--- src/rtl/cdb_arbiter_pkg.sv ---
// Shared dispatcher/ROB definitions: FU count and indices, result widths, and the CDB broadcast packet.
package cdb_arbiter_pkg;

    localparam int NUM_FU      = 4;
    localparam int XLEN        = 32;
    localparam int ROB_TAG_LEN = 5;
    localparam int FU_ID_LEN   = (NUM_FU > 1) ? $clog2(NUM_FU) : 1;

    localparam int FU_LSU_ID  = 0;
    localparam int FU_MULT_ID = 1;
    localparam int FU_BTU_ID  = 2;
    localparam int FU_ALU_ID  = 3;

    typedef struct packed {
        logic                   valid;
        logic [ROB_TAG_LEN-1:0] tag;
        logic [XLEN-1:0]        value;
        logic [FU_ID_LEN-1:0]   fu_id;
    } CDB_PACKET;

endpackage

--- src/rtl/cdb_arbiter_if.sv ---
// FU result handshake plus the common data bus broadcast.
// The master side is the FU/ROB environment; the slave side is the arbiter.
interface cdb_arbiter_if #(
    parameter int NUM_FU      = cdb_arbiter_pkg::NUM_FU,
    parameter int XLEN        = cdb_arbiter_pkg::XLEN,
    parameter int ROB_TAG_LEN = cdb_arbiter_pkg::ROB_TAG_LEN
);
    localparam int ID_LEN = (NUM_FU > 1) ? $clog2(NUM_FU) : 1;

    logic                                  flush;
    logic [NUM_FU-1:0]                     fu_valid;
    logic [NUM_FU-1:0][ROB_TAG_LEN-1:0]    fu_tag;
    logic [NUM_FU-1:0][XLEN-1:0]           fu_value;
    logic [NUM_FU-1:0]                     fu_ready;
    logic                                  cdb_valid;
    logic [ROB_TAG_LEN-1:0]                cdb_tag;
    logic [XLEN-1:0]                       cdb_value;
    logic [ID_LEN-1:0]                     cdb_fu_id;

    modport master (
        output flush, fu_valid, fu_tag, fu_value,
        input  fu_ready, cdb_valid, cdb_tag, cdb_value, cdb_fu_id
    );

    modport slave (
        input  flush, fu_valid, fu_tag, fu_value,
        output fu_ready, cdb_valid, cdb_tag, cdb_value, cdb_fu_id
    );

endinterface

--- src/rtl/cdb_arbiter_rr_arbiter.sv ---
// Round-robin grant generator: first requester at or above ptr_i, wrapping modulo N.
module rr_arbiter #(
    parameter int N  = 4,
    parameter int IW = (N > 1) ? $clog2(N) : 1
) (
    input  logic [N-1:0]  req_i,
    input  logic [IW-1:0] ptr_i,
    output logic [N-1:0]  gnt_o,
    output logic [IW-1:0] idx_o
);
    import cdb_arbiter_pkg::*;

    logic          found;
    logic [IW-1:0] cand;

    always_comb begin
        gnt_o = '0;
        idx_o = '0;
        found = 1'b0;
        cand  = '0;
        for (int off = 0; off < N; off++) begin
            cand = IW'((int'(ptr_i) + off) % N);
            if (!found && req_i[cand]) begin
                gnt_o[cand] = 1'b1;
                idx_o       = cand;
                found       = 1'b1;
            end
        end
    end

endmodule

--- src/rtl/cdb_arbiter.sv ---
// Common data bus arbiter: one hold buffer per FU, round-robin broadcast of one result per cycle.
// A buffer accepts a new result in the same cycle its current one is granted.
module cdb_arbiter #(
    parameter int NUM_FU      = cdb_arbiter_pkg::NUM_FU,
    parameter int XLEN        = cdb_arbiter_pkg::XLEN,
    parameter int ROB_TAG_LEN = cdb_arbiter_pkg::ROB_TAG_LEN
) (
    input  logic         clk,
    input  logic         reset,
    cdb_arbiter_if.slave bus
);
    import cdb_arbiter_pkg::*;

    localparam int IDW = (NUM_FU > 1) ? $clog2(NUM_FU) : 1;

    logic [NUM_FU-1:0]                  bufValid_q, bufValid_d;
    logic [NUM_FU-1:0][ROB_TAG_LEN-1:0] bufTag_q, bufTag_d;
    logic [NUM_FU-1:0][XLEN-1:0]        bufValue_q, bufValue_d;
    logic [IDW-1:0]                     rrPtr_q, rrPtr_d;

    logic [NUM_FU-1:0] arbGrant;
    logic [NUM_FU-1:0] grant;
    logic [NUM_FU-1:0] xfer;
    logic [IDW-1:0]    arbIdx;
    logic              active;

    rr_arbiter #(
        .N  (NUM_FU),
        .IW (IDW)
    ) u_rr_arbiter (
        .req_i (bufValid_q),
        .ptr_i (rrPtr_q),
        .gnt_o (arbGrant),
        .idx_o (arbIdx)
    );

    // Reset and flush both suppress grants, acceptance and the broadcast in the current cycle.
    assign active        = !reset && !bus.flush;
    assign grant         = active ? arbGrant : '0;
    assign bus.fu_ready  = active ? (~bufValid_q | grant) : '0;
    assign xfer          = bus.fu_valid & bus.fu_ready;
    assign bus.cdb_valid = active && (|bufValid_q);

    always_comb begin
        bus.cdb_tag   = '0;
        bus.cdb_value = '0;
        bus.cdb_fu_id = '0;
        if (bus.cdb_valid) begin
            bus.cdb_tag   = bufTag_q[arbIdx];
            bus.cdb_value = bufValue_q[arbIdx];
            bus.cdb_fu_id = arbIdx;
        end
    end

    always_comb begin
        bufValid_d = bufValid_q;
        bufTag_d   = bufTag_q;
        bufValue_d = bufValue_q;
        rrPtr_d    = rrPtr_q;
        if (bus.flush) begin
            bufValid_d = '0;
            rrPtr_d    = '0;
        end else begin
            for (int i = 0; i < NUM_FU; i++) begin
                if (xfer[i]) begin
                    bufValid_d[i] = 1'b1;
                    bufTag_d[i]   = bus.fu_tag[i];
                    bufValue_d[i] = bus.fu_value[i];
                end else if (grant[i]) begin
                    bufValid_d[i] = 1'b0;
                end
            end
            if (|grant) begin
                rrPtr_d = (arbIdx == IDW'(NUM_FU - 1)) ? '0 : arbIdx + IDW'(1);
            end
        end
    end

    always_ff @(posedge clk) begin
        if (reset) begin
            bufValid_q <= '0;
            bufTag_q   <= '0;
            bufValue_q <= '0;
            rrPtr_q    <= '0;
        end else begin
            bufValid_q <= bufValid_d;
            bufTag_q   <= bufTag_d;
            bufValue_q <= bufValue_d;
            rrPtr_q    <= rrPtr_d;
        end
    end

endmodule

--- src/flat_wrapper.sv ---
// flat-port wrapper written by rule: the top's interface ports become plain ports
module cdb_arbiter_flat import cdb_arbiter_pkg::*;
#(
    parameter int NUM_FU      = cdb_arbiter_pkg::NUM_FU,
    parameter int XLEN        = cdb_arbiter_pkg::XLEN,
    parameter int ROB_TAG_LEN = cdb_arbiter_pkg::ROB_TAG_LEN
)
  (clk, reset, bus_flush, bus_fu_valid, bus_fu_tag, bus_fu_value, bus_fu_ready, bus_cdb_valid, bus_cdb_tag, bus_cdb_value, bus_cdb_fu_id);
  cdb_arbiter_if #(.NUM_FU(NUM_FU), .XLEN(XLEN), .ROB_TAG_LEN(ROB_TAG_LEN)) bus_i ();
  input  logic clk;
  input  logic reset;
  input wire logic [$bits(bus_i.flush)-1:0] bus_flush;
  input wire logic [$bits(bus_i.fu_valid)-1:0] bus_fu_valid;
  input wire logic [$bits(bus_i.fu_tag)-1:0] bus_fu_tag;
  input wire logic [$bits(bus_i.fu_value)-1:0] bus_fu_value;
  output wire logic [$bits(bus_i.fu_ready)-1:0] bus_fu_ready;
  output wire logic [$bits(bus_i.cdb_valid)-1:0] bus_cdb_valid;
  output wire logic [$bits(bus_i.cdb_tag)-1:0] bus_cdb_tag;
  output wire logic [$bits(bus_i.cdb_value)-1:0] bus_cdb_value;
  output wire logic [$bits(bus_i.cdb_fu_id)-1:0] bus_cdb_fu_id;
  assign bus_i.flush = bus_flush;
  assign bus_i.fu_valid = bus_fu_valid;
  assign bus_i.fu_tag = bus_fu_tag;
  assign bus_i.fu_value = bus_fu_value;
  assign bus_fu_ready = bus_i.fu_ready;
  assign bus_cdb_valid = bus_i.cdb_valid;
  assign bus_cdb_tag = bus_i.cdb_tag;
  assign bus_cdb_value = bus_i.cdb_value;
  assign bus_cdb_fu_id = bus_i.cdb_fu_id;
  cdb_arbiter #(.NUM_FU(NUM_FU), .XLEN(XLEN), .ROB_TAG_LEN(ROB_TAG_LEN)) u_core (.clk(clk), .reset(reset), .bus(bus_i));
endmodule
--- config.mk ---
export PLATFORM = sky130hd
export DESIGN_NAME = cdb_arbiter_flat
export DESIGN_NICKNAME = d
export VERILOG_FILES = /design/src/rtl/cdb_arbiter_pkg.sv /design/src/rtl/cdb_arbiter_if.sv /design/src/rtl/cdb_arbiter_rr_arbiter.sv /design/src/rtl/cdb_arbiter.sv /design/src/flat_wrapper.sv
export SDC_FILE = /design/constraint.sdc
export NUM_CORES = 1
export LEC_CHECK = 0
export BUFFER_PORTS_ARGS = -buffer_cell sky130_fd_sc_hd__buf_4
export CAP_MARGIN = 15
export CORE_ASPECT_RATIO = 1.25
export CORE_MARGIN = 1
export CORE_UTILIZATION = 54
export DETAILED_ROUTE_END_ITERATION = 8
export HOLD_SLACK_MARGIN = 0.1
export PLACE_DENSITY = 0.92
export SETUP_SLACK_MARGIN = 0.2
export SYNTH_ARGS = -nofsm -noshare
export SYNTH_HDL_FRONTEND = slang
export SYNTH_SLANG_ARGS = --single-unit
--- constraint.sdc ---
create_clock -name clk -period 4.5 [get_ports clk]
set_input_delay 0.9 -clock clk [delete_from_list [all_inputs] [get_ports clk]]
set_output_delay 0.9 -clock clk [all_outputs]
set_load 0.05 [all_outputs]
==> impl_results.md, run 1 <==
- Outcome: finished, violations left
- Failing checks: design-rule violations
- Max-slew violation count: 0
- Crit path DAT: 3.30 ns
- R2R setup slack: 1.22 ns
- Largest fanout on the critical path: 32
- Synth area leaders: dfxtp_1 38%, mux2i_1 9.2%, o311ai_1 9.1%
- Worst hold margin: 0.460 ns
- Largest net degree at the start of global routing: 82
- Vias/cell: 6.60
- Critical R2R Launch: u_core.rrPtr_q[1]
- Gate Count Post-Synth: 937
- Die width: 112 um
- Net Sw Frac: 32.2%
- Top FF cell, synth: dfxtp_1
- Static Leakage: 4.40 nW
- Critical Path End: bus_cdb_value[11]
- Maxcap violations: 0
- CP endpoint kind: output pin
- GP Congestion: 0.924
- Final hold viol count: 0
- Root Buffer: clkbuf_16
- Comb pwr share: 25.5%
- Psw: 0.00126 W
- I/O pin count: 199
- Maximum vdd ir drop: 0.000280 V
- Sequential power share: 38.1%
- Antenna violations before repair: 0
- Congestion Overflow GR: 0
- Num rows: 49
- Yosys top cell area share: 37.6%
- Worst hold path class: reg2reg
- Setup CP Type: reg2out
- CTS tree: yes
- DR iter-0 viols: 915
- Post-synth EDFFs: 0
- Reg2Reg Depth: 9
- Clk pin slew, worst setup/hold paths: 0.06 ns
- First-pass GRT wire length: 41000 um
- Clock sinks: 154
- Cell taking the most area after synthesis: dfxtp_1
- R2R Path End: u_core.bufValue_q[74]
- Synthesized area per cell: 8.74 um^2
- 1st-pass router iterations: 7
- Mapped Area: 8190 um^2
- Hpwl dp: 17500 um
- Antenna-violating nets left: 0
- Layout cells sized above 1: 29.1%
- I/O Buffers: 198
- ANT cells: 0
- Final period utilization: 93.3%
- Core region area: 14600 um^2
- Hold buffers post-CTS: 0
- Syn-to-layout area delta: 27.0%
- Vias in the first global route: 7765
- Via Count: 8291
- Starting density of the core: 56.1%
- Final wirelength: 26700 um
- Clock Power Share: 36.4%
- Post-layout nets: 1228
- Final setup viols: 0
- Int Pwr: 0.00264 W
- Max Freq: 238 MHz
- Seq/Total Area, Yosys: 37.6%
- Syn_nets: 1100
- Beginning of the critical path: u_core.rrPtr_q[1]
- GRT Total Usage: 33.1%
- Fin util: 71.3%
- RSZ-0062 raised after global routing: true
- Slew margin rel.: 36.9%
- H-Tree Depth: 4
- Final Skew: 0.0114 ns
- Setup tns final: 0 ns
- Setup bufs post-CTS: 0
- Total CTS buffers: 17
- CP required: 3.60 ns
- Yosys cell types: 53
- Synthesized flop and latch total: 154
- Finished Layout Cells: 1256
- Routed WL per cell: 21.2 um
- Power Dens Cells: 375 nW/um^2
- DRC Markers: 11
- CP startpoint kind: flop
- Yosys warnings: 0
- Post-CTS Resized: 0
- Final worst path period need: 4.20 ns
- Worst slew pin tran: 0.946 ns
- Die area: 15700 um^2
- Die height: 140 um
- Worst skew pair latency: 0.43 ns
- Post-synth ARST share: 0%
- Clock tree buffer depth: 2
- Placed insts: 1223
-- final cells by class --
cell class	count	area [um^2]
repair buffers	224	1750
inverters	11	42.5
clock inverters	10	116
clock buffers	22	464
well taps	178	223
multi-input cells	657	4720
flip-flops and latches	154	3080
fillers	1067	4190
-- per-stage QoR --
stage	worst slack, ns	area, um^2	power [W]
2_1_floorplan	0.439	8370	0.00216
3_3_place_gp	0.752	9790	0.00246
3_5_place_dp	0.663	9790	0.00247
4_1_cts	0.219	10400	0.00387
5_1_grt	0.173	10400	0.00402
6_report	0.303	10400	0.00390
-- worst min path at each step --
stage	end	slack (ns)	startpoint	cells past startpoint
6_report	u_core.bufTag_q[2]	0.46	u_core.bufTag_q[2]	2
5_1_grt	u_core.bufTag_q[2]	0.48	u_core.bufTag_q[2]	2
4_1_cts	u_core.bufTag_q[2]	0.46	u_core.bufTag_q[2]	2
3_5_place_dp	u_core.bufTag_q[2]	0.45	u_core.bufTag_q[2]	2
3_3_place_gp	u_core.bufValue_q[9]	0.45	u_core.bufValue_q[9]	2
2_1_floorplan	u_core.bufTag_q[0]	0.44	u_core.bufTag_q[0]	2
-- synth_stat cells, types with 5 or more instances --
cell type / instances
buf_2: 19
inv_1: 11
nand2_1: 115
clkbuf_1: 69
a22oi_1: 5
buf_6: 11
buf_4: 9
dfxtp_1: 154
nand3_1: 76
nor2_1: 48
a21oi_1: 7
nor2b_1: 41
ha_1: 8
o311ai_1: 85
nand4_1: 38
mux2i_1: 75
o311ai_0: 27
a211oi_1: 74
o21ai_1: 5
-- placed cells by master, fill, tap and decap left out, types with 2 or more instances in the layout --
master / n
a211oi_1: 34
a211oi_2: 40
a21o_1: 2
a21oi_1: 6
a21oi_2: 2
a221o_1: 2
a221oi_4: 2
a22oi_1: 5
and2_1: 4
and3_1: 2
buf_12: 4
buf_4: 218
bufinv_16: 2
clkbuf_1: 3
clkbuf_16: 18
clkbuf_8: 2
clkinv_2: 4
clkinv_4: 2
clkinvlp_4: 2
dfxtp_1: 154
ha_1: 7
inv_1: 10
mux2_2: 2
mux2i_1: 75
mux4_2: 3
nand2_1: 115
nand2b_1: 4
nand3_1: 75
nand3b_1: 3
nand4_1: 38
nor2_1: 45
nor2_2: 3
nor2b_1: 41
nor3_1: 2
o21ai_0: 4
o21ai_1: 5
o311ai_0: 27
o311ai_1: 85
o31ai_1: 3
-- cell families after synthesis --
kind of cell | share of synthesized area [%]
multiplexers | 10.3
AND/OR/NAND/NOR | 20.2
buffers and inverters | 8.08
AO/OA/AOI/OAI | 22.5
XOR/XNOR | 0.107
flip-flops | 37.6
adder cells (fa/ha/maj) | 1.22
-- state kept, by name, summed over array words and instances, names as in the netlist --
register,count
u_core.bufTag_q,20
u_core.bufValid_q,4
u_core.bufValue_q,128
u_core.rrPtr_q,2
-- critical path: stages (launching register included) --
cell and delay, ns:
dfxtp_1 0.46, mux4_2 0.68, o21ai_0 0.40, nand3_4 0.36, buf_12 0.30, a211oi_1 0.37
a211oi_2 0.09, buf_4 0.21
-- power by group through the flow --
stage / logic (W) / clock network, W / registers, W
floorplan: 0.000670 / 0 / 0.00149
global placement: 0.000952 / 0 / 0.00151
detailed placement: 0.000961 / 0 / 0.00151
CTS: 0.000965 / 0.00142 / 0.00148
global route: 0.00105 / 0.00148 / 0.00149
finish: 0.000993 / 0.00142 / 0.00149
-- layer usage --
metal	wire length, um	vias to the layer above	share of wire (%)	GRT usage (%)
met1	10800	3901	41	44.1
met4	1020	0	3.8	16.1
li1	-	3790	-	-
met3	2410	80	9.0	6.45
met2	12400	520	47	51.4
met5	0	-	0	0
No activity file was read; power rests on OpenSTA's default activity.
==> run 2: changes to the inputs <==
--- a/config.mk
+++ b/config.mk
@@ -5,11 +5,12 @@
 export SDC_FILE = /design/constraint.sdc
 export NUM_CORES = 1
 export LEC_CHECK = 0
+export ABC_AREA = 1
 export BUFFER_PORTS_ARGS = -buffer_cell sky130_fd_sc_hd__buf_4
 export CAP_MARGIN = 15
 export CORE_ASPECT_RATIO = 1.25
 export CORE_MARGIN = 1
-export CORE_UTILIZATION = 54
+export CORE_UTILIZATION = 55
 export DETAILED_ROUTE_END_ITERATION = 8
 export HOLD_SLACK_MARGIN = 0.1
 export PLACE_DENSITY = 0.92
==> run 2 against run 1 <==
Against the previous run: the flow now finishes without violations; clock skew down 0.0069 ns; register-to-register slack better by 0.08 ns; flip-flop and latch count unchanged; largest cell class unchanged; largest power group is now clock.
==> impl_results.md, run 2 <==
- Most frequent cells in the layout: 305 x nor2_1, 221 x nand2_1, 211 x buf_4
- Total CTS buffers: 17
- DR iter-0 viols: 1141
- First-pass GRT wire length: 44900 um
- ANT cells: 0
- Congestion Overflow GR: 0
- Final setup viols: 0
- Largest fanout on the critical path: 48
- Largest Register: u_core.bufValue_q
- Vias in the first global route: 8964
- Hold buffers post-CTS: 0
- Antenna-violating nets left: 0
- Power Dens Cells: 385 nW/um^2
- Root Buffer: clkbuf_16
- Largest register FFs: 128
- Hpwl dp: 18800 um
- Syn_nets: 1473
- I/O Buffers: 198
- Setup tns final: 0 ns
- Routed WL per cell: 17.6 um
- Syn-to-layout area delta: 24.3%
- Static Leakage: 5.40 nW
- RSZ-0062 raised after global routing: true
- Synth area leaders: dfxtp_1 35%, nor2_1 13%, nand4_1 11%
- Final Skew: 0.00445 ns
- Count leader, synth: nor2_1
- Seq/Total Area, Yosys: 35.4%
- Max-slew violation count: 0
- Cell taking the most area after synthesis: dfxtp_1
- Yosys warnings: 0
- Final worst path period need: 4.40 ns
- Die height: 143 um
- Antenna violations before repair: 0
- Total power: 0.00417 W
- Num rows: 51
- Maximum vdd ir drop: 0.000248 V
- Most common library cells after synthesis: 306 x nor2_1, 222 x nand2_1, 169 x inv_1, 154 x dfxtp_1, 153 x nand4_1
- Final hold viol count: 0
- Clock tree buffer depth: 2
- Worst hold path class: reg2reg
- Yosys top cell area share: 35.4%
- Clock sinks: 154
- Worst slew pin tran: 1.08 ns
- H-Tree Depth: 4
- Via Count: 9509
- Outcome: finished, final reports clean
- Top FF cell, synth: dfxtp_1
- Mapped Area: 8710 um^2
- Post-synth EDFFs: 0
- Setup CP Type: reg2out
- Synthesized area per cell: 6.65 um^2
- Vias/cell: 5.68
- Post-layout nets: 1611
- CP endpoint kind: output pin
- Slew margin rel.: 28.2%
- Die width: 115 um
- Final period utilization: 97.8%
- Core region area: 15500 um^2
- Max Freq: 227 MHz
- GRT Total Usage: 36.2%
- DRC Markers: 0
- Layout cells sized above 1: 24.2%
- Largest net degree at the start of global routing: 107
- GP Congestion: 1.02
- I/O pin count: 199
- CTS tree: yes
- Yosys cell types: 32
- 1st-pass router iterations: 7
- Final wirelength: 29400 um
- Starting density of the core: 56.2%
- Synthesized flop and latch total: 154
- Worst skew pair latency: 0.44 ns
- Most common cell after layout, fill and taps aside: nor2_1
- CP startpoint kind: flop
- Clk pin slew, worst setup/hold paths: 0.06 ns
- Maxcap violations: 0
- Top flop regs: u_core.bufValue_q x128, u_core.bufTag_q x20, u_core.bufValid_q x4
- Crit path DAT: 3.50 ns
- Gate Count Post-Synth: 1310
- Die area: 16400 um^2
- Post-synth ARST share: 0%
- CP required: 3.60 ns
[run 2: changes by cell type in the layout (fill, tap and decap cells not counted), moves of 66 or more]
cell / before / now
nor2_1: 45 / 305
o211ai_1: 0 / 69
o311ai_1: 85 / 0
inv_1: 10 / 167
nand2_1: 115 / 221
nand4_1: 38 / 153
nand3_1: 75 / 9
or2_2: 1 / 68
mux2i_1: 75 / 0
[run 2: cell families after synthesis]
kind of cell,share of synthesized area [%]
AOI/OAI and AO/OA,7.85
xor gates and xnor gates,0.101
adders and majority gates,1.15
buffers and inverters,13.4
DFF,35.4
and+or+nand+nor,42.1
[run 2: path summary, 6_finish.rpt]
check / cells past startpoint / slack, ns / startpoint / endpoint
setup / recovery: 15 / 0.1 / u_core.rrPtr_q[0] / bus_cdb_value[15]
hold / removal: 2 / 0.48 / u_core.bufTag_q[16] / u_core.bufTag_q[16]
hold reg to reg: 2 / 0.48 / u_core.bufTag_q[16] / u_core.bufTag_q[16]
setup reg to reg: 14 / 1.30 / u_core.rrPtr_q[1] / u_core.bufValue_q[73]
[run 2: critical path: stages, from the launching register on]
cell and delay [ns]:
dfxtp_4 0.43, inv_4 0.09, ha_2 0.33, inv_1 0.11, nand3_1 0.09, nand2_1 0.16
nand3_1 0.18, nor2_4 0.18, nor2_1 0.07, nand2_1 0.11, nand2_2 0.13, buf_6 0.23
or2_2 0.32, o211ai_1 0.28, nand2_1 0.12, buf_4 0.22
[run 2: what timing repair did]
item | CTS | global route
gates resized for setup | 6 | 6
pin swaps | 1 | 1
setup buffers | 1 | 1
gates cloned | 1 | 0
setup endpoints to repair | 37 | 37
[run 2: layout make-up]
| class | count | area (um^2) |
|---|---|---|
| timing repair buffer | 216 | 1660 |
| tap | 212 | 265 |
| fill | 1282 | 4670 |
| clock buffer | 21 | 450 |
| multi-input combinational | 887 | 4490 |
| clock inverter | 11 | 218 |
| inverter | 172 | 659 |
| sequential | 154 | 3090 |
[run 2: metal layers]
layer	global-route usage (%)	part of all wire, %	vias to the layer above
li1	-	-	4464
met1	38.9	35	4289
met2	61.4	48	602
met3	7.22	8.0	154
met4	29.7	8.1	0
met5	0	0	-
[run 2: metrics by stage]
stage / setup WS (ns) / utilization (%) / hold WS [ns] / instance area (um^2) / cells
floorplan: 0.481 / - / 0.447 / 8720 / 1310
global placement: 0.579 / 65.1 / 0.455 / 10100 / 1638
detailed placement: 0.463 / 65.1 / 0.465 / 10100 / 1638
CTS: 0.246 / 69.6 / 0.481 / 10800 / 1672
global route: 0.0568 / 69.9 / 0.496 / 10800 / 1673
finish: 0.0981 / 69.9 / 0.478 / 10800 / 1673
[run 2: report_power, final]
part           internal (W)  total, W  switching, W
combinational      0.000394   0.00106      0.000662
sequential          0.00144   0.00149     0.0000517
clock               0.00105   0.00163      0.000575
total               0.00288   0.00417       0.00129
==> run 3: changes to the inputs <==
==> constraint.sdc (replaced) <==
create_clock -name clk -period 4.57 [get_ports clk]
set_input_delay 0.914 -clock clk [delete_from_list [all_inputs] [get_ports clk]]
set_output_delay 0.914 -clock clk [all_outputs]
set_load 0.05 [all_outputs]
==> run 3 against run 2 <==
Against the previous run: clock skew increased by 0.0029 ns; register-to-register slack worse by 0.04 ns; global-route usage shrank 1.7 points; clock-buffer cell count is 4 higher; final area shrank 1.3%; total power shrank 9.2%; sequential power about the same; critical path depth unchanged; routed wire length is 3.3% lower; non-clock buffer count shrank 1.
==> impl_results.md, run 3 (synthesis results as in run 2) <==
- GRT Total Usage: 34.5%
- CP startpoint kind: flop
- Core region area: 15500 um^2
- CP endpoint kind: output pin
- Worst slew pin tran: 1.03 ns
- Maximum vdd ir drop: 0.000255 V
- Die width: 115 um
- Clock tree buffer depth: 2
- Starting density of the core: 56.2%
- Final worst path period need: 4.28 ns
- Hpwl dp: 18600 um
- Placed insts: 1634
- Antenna violations before repair: 0
- Finished Layout Cells: 1672
- Max Freq: 234 MHz
- Maxcap violations: 0
- CTS tree: yes
- Die height: 143 um
- Num rows: 51
- Via Count: 9411
- Total CTS buffers: 17
- Layout cells sized above 1: 24.1%
- Crit path DAT: 3.36 ns
- Placed inst area: 10100 um^2
- Root Buffer: clkbuf_16
- Setup tns final: 0 ns
- Top flop regs: u_core.bufValue_q x128, u_core.bufTag_q x20, u_core.bufValid_q x4
- I/O Buffers: 198
- Filler cells: 1305
- ANT cells: 0
- Final period utilization: 93.6%
- 1st-pass router iterations: 5
- DR iter-0 viols: 1047
- Final Skew: 0.00740 ns
- Clock sinks: 154
- Largest net degree at the start of global routing: 95
- Routed WL per cell: 17.0 um
- DRC Markers: 0
- RSZ-0062 raised after global routing: false
- Vias in the first global route: 8623
- Worst skew pair latency: 0.43 ns
- Final setup viols: 0
- Vias/cell: 5.63
- Largest fanout on the critical path: 37
- I/O pin count: 199
- First-pass GRT wire length: 43000 um
- Most frequent cells in the layout: 305 x nor2_1, 222 x nand2_1, 212 x buf_4
- GP Congestion: 0.922
- Power Dens Cells: 354 nW/um^2
- Max-slew violation count: 0
- Largest register FFs: 128
- Worst hold path class: reg2reg
- CP required: 3.66 ns
- Final hold viol count: 0
- Static Leakage: 5.34 nW
- Largest Register: u_core.bufValue_q
- Setup CP Type: reg2out
- Final wirelength: 28400 um
- Clk pin slew, worst setup/hold paths: 0.06 ns
- Final Instance Area: 10700 um^2
- Antenna-violating nets left: 0
- Post-layout nets: 1610
- Syn-to-layout area delta: 22.7%
- Die area: 16400 um^2
- Congestion Overflow GR: 0
- Hold buffers post-CTS: 0
- H-Tree Depth: 4
- Most common cell after layout, fill and taps aside: nor2_1
- Slew margin rel.: 31.2%
- Outcome: finished, final reports clean
[run 3: cell count changes in the layout (fill, tap and decap cells not counted), sizes merged]
cell	before	now
bufinv	6	0
clkbuf	21	25
clkinv	3	5
buf	216	215
[run 3: final timing paths]
kind | startpoint | to | cells after the start | slack [ns]
worst max-delay path | u_core.rrPtr_q[1] | bus_cdb_value[21] | 15 | 0.29
worst min-delay path | u_core.bufValue_q[121] | u_core.bufValue_q[121] | 2 | 0.48
worst max register to register | u_core.rrPtr_q[1] | u_core.bufTag_q[16] | 15 | 1.26
worst min register to register | u_core.bufValue_q[121] | u_core.bufValue_q[121] | 2 | 0.48
[run 3: critical path: stages (launching register included)]
cell,delay [ns]
dfxtp_4,0.43
clkinvlp_4,0.16
ha_2,0.34
inv_1,0.11
nand3_1,0.08
nand2_1,0.15
nand3_1,0.15
nor2_4,0.16
nand2_1,0.09
nand3_1,0.11
nand2_2,0.11
nor2_4,0.10
buf_6,0.32
o211ai_1,0.26
nand2_1,0.15
buf_4,0.20
[run 3: what timing repair did]
item | in CTS | in global routing
setup buffers | 0 | 5
endpoints found under the setup margin | 35 | 36
gates resized for setup | 4 | 8
endpoints found under the hold margin | 0 | 0
cloned | 1 | 0
pin swaps | 1 | 2
[run 3: layer usage]
| metal | global-route usage, % | part of all wire, % |
|---|---|---|
| met4 | 26.3 | 8.2 |
| met3 | 6.83 | 8.7 |
| met2 | 57.6 | 48 |
| met5 | 0 | 0 |
| met1 | 38.7 | 36 |
[run 3: power breakdown]
group | switching, W | total [W] | internal (W)
Combinational | 0.000635 | 0.00102 | 0.000382
Clock | 0.000545 | 0.00131 | 0.000761
Sequential | 0.0000498 | 0.00146 | 0.00141
[run 3: through the flow]
stage | hold WS, ns | setup slack (ns) | util (%) | power [W]
6_report | 0.475 | 0.294 | 68.9 | 0.00379
5_1_grt | 0.491 | 0.105 | 68.9 | 0.00393
4_1_cts | 0.479 | 0.266 | 68.5 | 0.00376
3_5_place_dp | 0.463 | 0.481 | 64.9 | 0.00247
3_3_place_gp | 0.454 | 0.609 | 64.9 | 0.00245
2_1_floorplan | 0.447 | 0.523 | - | 0.00217
[run 3: final cells by class]
cell class                 count  area (um^2)  area share, %
multi-input combinational    887         4490           42.0
inverter                     172          662           6.19
tap                          212          265           2.48
clock buffer                  25          505           4.73
clock inverter                 7         40.0          0.375
timing repair buffer         215         1630           15.3
sequential                   154         3090           28.9
